`config.mk`:
```
export PLATFORM = sky130hd
export DESIGN_NAME = booth4_seq_mult
export DESIGN_NICKNAME = d
export VERILOG_FILES = /design/src/rtl/booth4_seq_mult.sv
export SDC_FILE = /design/constraint.sdc
export NUM_CORES = 1
export LEC_CHECK = 0
export ABC_AREA = 1
export CAP_MARGIN = 40
export CORE_MARGIN = 5
export CORE_UTILIZATION = 40
export CTS_CLUSTER_SIZE = 25
export DETAILED_ROUTE_END_ITERATION = 12
export PLACE_DENSITY = 0.6
export SYNTH_ARGS = -nofsm -noshare
export SYNTH_HDL_FRONTEND = slang
export SYNTH_SLANG_ARGS = --single-unit
```
`constraint.sdc`:
```
create_clock -name clk -period 5.9 [get_ports clk]
set_input_delay 1.18 -clock clk [delete_from_list [all_inputs] [get_ports clk]]
set_output_delay 1.18 -clock clk [all_outputs]
set_load 0.02 [all_outputs]
```
`src/rtl/booth4_seq_mult.sv`:
```
// booth4_seq_mult: sequential radix-4 Booth signed multiplier, N/2 add/shift steps per product
module booth4_seq_mult #(
  parameter int N = 8
) (
  input  logic           clk,
  input  logic           rst_n,
  input  logic           start,
  input  logic [N-1:0]   multiplicand,
  input  logic [N-1:0]   multiplier,
  output logic           busy,
  output logic           done,
  output logic [2*N-1:0] product
);
  localparam int H  = N + 2;
  localparam int CW = $clog2(N / 2);
  typedef enum logic [1:0] {IDLE, RUN, DONE} state_t;
  state_t state, state_n;
  logic [N-1:0]   m;
  logic [N:0]     q;
  logic [H-1:0]   acc_hi;
  logic [N-1:0]   acc_lo;
  logic [CW-1:0]  cnt;
  logic           neg, two, zero, last, load;
  logic [H-1:0]   mx, mag, op, sum;
  logic [H+N-1:0] wide;
  // Booth digit decode of the low group of q (q[0] is the implicit Q[-1]) and one add/shift step
  always_comb begin
    neg  = q[2] & ~(q[1] & q[0]);
    zero = (q[2:0] == 3'b000) | (q[2:0] == 3'b111);
    two  = (q[2:0] == 3'b011) | (q[2:0] == 3'b100);
    mx   = {{2{m[N-1]}}, m};
    mag  = two ? mx << 1 : mx;
    op   = zero ? '0 : neg ? ~mag : mag;
    sum  = acc_hi + op + H'(neg);
    wide = $signed({sum, acc_lo}) >>> 2;
    last = cnt == CW'(N / 2 - 1);
    load = start && state != RUN;
  end
  // next-state and status outputs; DONE accepts a new start for back-to-back operation
  always_comb begin
    state_n = state;
    busy    = state == RUN;
    done    = state == DONE;
    case (state)
      IDLE:    state_n = start ? RUN : IDLE;
      RUN:     state_n = last ? DONE : RUN;
      DONE:    state_n = start ? RUN : IDLE;
      default: state_n = IDLE;
    endcase
  end
  // state register
  always_ff @(posedge clk or negedge rst_n)
    if (!rst_n) state <= IDLE;
    else        state <= state_n;
  // operand capture, accumulator steps and product update on the final step
  always_ff @(posedge clk or negedge rst_n) begin
    if (!rst_n) begin
      m       <= '0;
      q       <= '0;
      acc_hi  <= '0;
      acc_lo  <= '0;
      cnt     <= '0;
      product <= '0;
    end else if (load) begin
      m      <= multiplicand;
      q      <= {multiplier, 1'b0};
      acc_hi <= '0;
      acc_lo <= '0;
      cnt    <= '0;
    end else if (state == RUN) begin
      acc_hi <= wide[H+N-1:N];
      acc_lo <= wide[N-1:0];
      q      <= {2'b00, q[N:2]};
      cnt    <= cnt + 1'b1;
      if (last) product <= wide[2*N-1:0];
    end
  end
endmodule

```
==> metrics <==
GR Util All Layers=0.135; max-slew violation count=0; Post-Synthesis Cells=315; hold-fix buffers at CTS=0; placed inst area=roughly 3000 um^2; total CTS buffers=5; Worst EP arrival=1.89 ns; ys flop type=dfrtp_1; maximum clock insertion buffer count=2; Avg Inst Size Synth=8.20 um^2; minimum clock period=3.07 ns; total grt overflow=0; P_int=0.00105 W; Initial DRC Count=between 100 and 150; H-tree depth=2; HP Class=reg -> reg; Net Sw Power=roughly 0.00093 W; part of the power in combinational logic=0.597; TritonCTS clock tree=yes; Final Skew=0.00900 ns; mean routed wirelength per cell=12.3 um; Mapped Area=2580 um^2; commonest cells in the netlist=nand2_1 (109), dfrtp_1 (51), inv_1 (34); IO Count=37; Peak Freq=326 MHz; DRC=0; Setup crit end kind=output port; status=finished, final reports clean; fin nets=381; Worst-path clk slew=roughly 0.10 ns; Clock power frac=0.105; sequential power share=0.297; total core area=6310 um^2; post_cts resized=0; vias=2,049; Worst Max-Slew Pin Slew=between 0.7 and 0.8 ns; Async SR Flop Fraction=1.00; post-synthesis sequential area ratio=0.494; Synth top area share=0.494; die area=roughly 8200 um^2; CP Launch Type=flip-flop; Reg2Reg Setup Slack=around 3.2 ns; PortBufs=36; fin cells=about 430; Max-cap violations=0; crit share post-route=0.521; CTS root buffer=clkbuf_8; FF+latch count, synth=51; switching part of the total=0.469; Final GP Congestion=0.770; Power per Cell Area=640 nW/um^2; vias in the first global route=approximately 2,000; top cells by area, synth=dfrtp_1 (49%), nand2_1 (16%), inv_1 (4.9%); relative slew slack=0.507; Vias/cell=4.78; Post-synth EDFFs=0; layout cell share with drive strength beyond 1=0.0653; yosys warns=0; Clk Latency, worst-skew pair=0.31 ns; largest net degree at the start of global routing=52; Die W=90.4 um; setup TNS=0 ns; Setup-failing EPs final=0; clk sink count=51; first-pass GRT wire length=slightly above 9000 um; Die H=90.4 um; final instance area=3090 um^2; Post-Route WL=5270 um; type of the worst setup path=reg -> out; postcts setup bufs=0; initial antenna violation count=0; placed cells=between 400 and 500; RSZ-0062 raised after global routing=no; Fin. Hold Viols=0; Max FO, Critical Path=16; Initial Util=0.409; Hold WS=~0.48 ns; post-detail-place hpwl=3890 um; post-route ant nets=0; syn nets=approximately 350; Detailed Routing Iterations Pass 1=4; Leak=1.50 nW; Rows=29; largest area contributor in the netlist=dfrtp_1; Max VDD drop=244 uV; Yosys cell types=26; Synth-to-Final Area Change=19.8%; Hold Path Origin=cnt[0]; worst r2r src=q[1]; worst setup path start=state[1]; most frequent cell after synthesis=nand2_1; # diodes=0; CP required=4.72 ns
==> critical path: stages, from the launching register on <==
cell and delay [ns]:
dfrtp_1 0.37, inv_1 0.07, nand2_2 0.19, inv_2 0.29
clkdlybuf4s50_1 0.66
==> cell usage in the layout (no fill, tap or decap), drive strengths merged <==
cell           synthesis  routed
clkbuf                 1       5
buf                    7       2
ha                     9       9
o22ai                  8       8
nor2                  12      12
clkinv                 0       2
a22o                   2       2
clkdlybuf4s50          0      35
nand3                 15      15
xnor2                  3       3
a21oi                  6       6
o221ai                 1       1
nand4                  1       1
nand3b                 3       3
nand2                111     111
o21a                   1       1
o211ai                 5       5
o21ai                 38      38
dfrtp                 51      51
inv                   39      40
fa                     2       2
==> metrics by stage <==
step | setup slack, ns | total power [W] | util
2_1_floorplan | 3.59 | 0.00145 | -
3_3_place_gp | 3.16 | 0.00176 | 0.476
3_5_place_dp | 3.10 | 0.00178 | 0.476
4_1_cts | 2.81 | 0.00200 | 0.490
5_1_grt | 2.69 | 0.00217 | 0.490
6_report | 2.83 | 0.00198 | 0.490
==> per-layer routing <==
| layer | track usage | vias up | wire length (um) |
|---|---|---|---|
| li1 | - | 1088 | - |
| met1 | 0.180 | 922 | 2640 |
| met2 | 0.210 | 34 | 2320 |
| met3 | 0.0367 | 5 | 230 |
| met4 | 0.0496 | 0 | 73 |
| met5 | 0 | - | 0 |
==> worst paths after layout <==
| path | to | cells past startpoint |
|---|---|---|
| max in group asynchronous | m[0] | 2 |
| min in group asynchronous | product[1] | 2 |
| worst min-delay path | cnt[0] | 1 |
| worst min register to register | cnt[0] | 1 |
| worst max register to register | acc_hi[6] | 13 |
| worst max-delay path | busy | 4 |
==> sequential cells by signal, summed over array words and instances (netlist names) <==
register and cells:
product 16, state 2, m 8, acc_hi 8, acc_lo 6, q 9, cnt 2
==> area by class of cell <==
type / instances / area (um^2)
clock buffer: 5 / 68.8
clock inverter: 3 / 22.5
fill: 631 / 3220
inverter: 39 / 149
multi-input combinational: 217 / 1120
sequential: 51 / 1280
tap: 77 / 96.3
timing repair buffer: 37 / 363
==> power by group through the flow <==
stage / sequential (W) / clock [W] / combinational [W]
2_1_floorplan: 0.000646 / 0 / 0.000805
5_1_grt: 0.000608 / 0.000232 / 0.00133
6_report: 0.000589 / 0.000208 / 0.00118
3_3_place_gp: 0.000593 / 0 / 0.00117
3_5_place_dp: 0.000597 / 0 / 0.00118
4_1_cts: 0.000590 / 0.000216 / 0.00119
==> logic make-up after synthesis <==
logic type | synth area share
xor gates and xnor gates | 0.0102
buffers and inverters | 0.0727
DFF | 0.494
and+or+nand+nor | 0.223
AOI/OAI and AO/OA | 0.141
adders and majority gates | 0.0591
(Power assumes the default switching activity.)
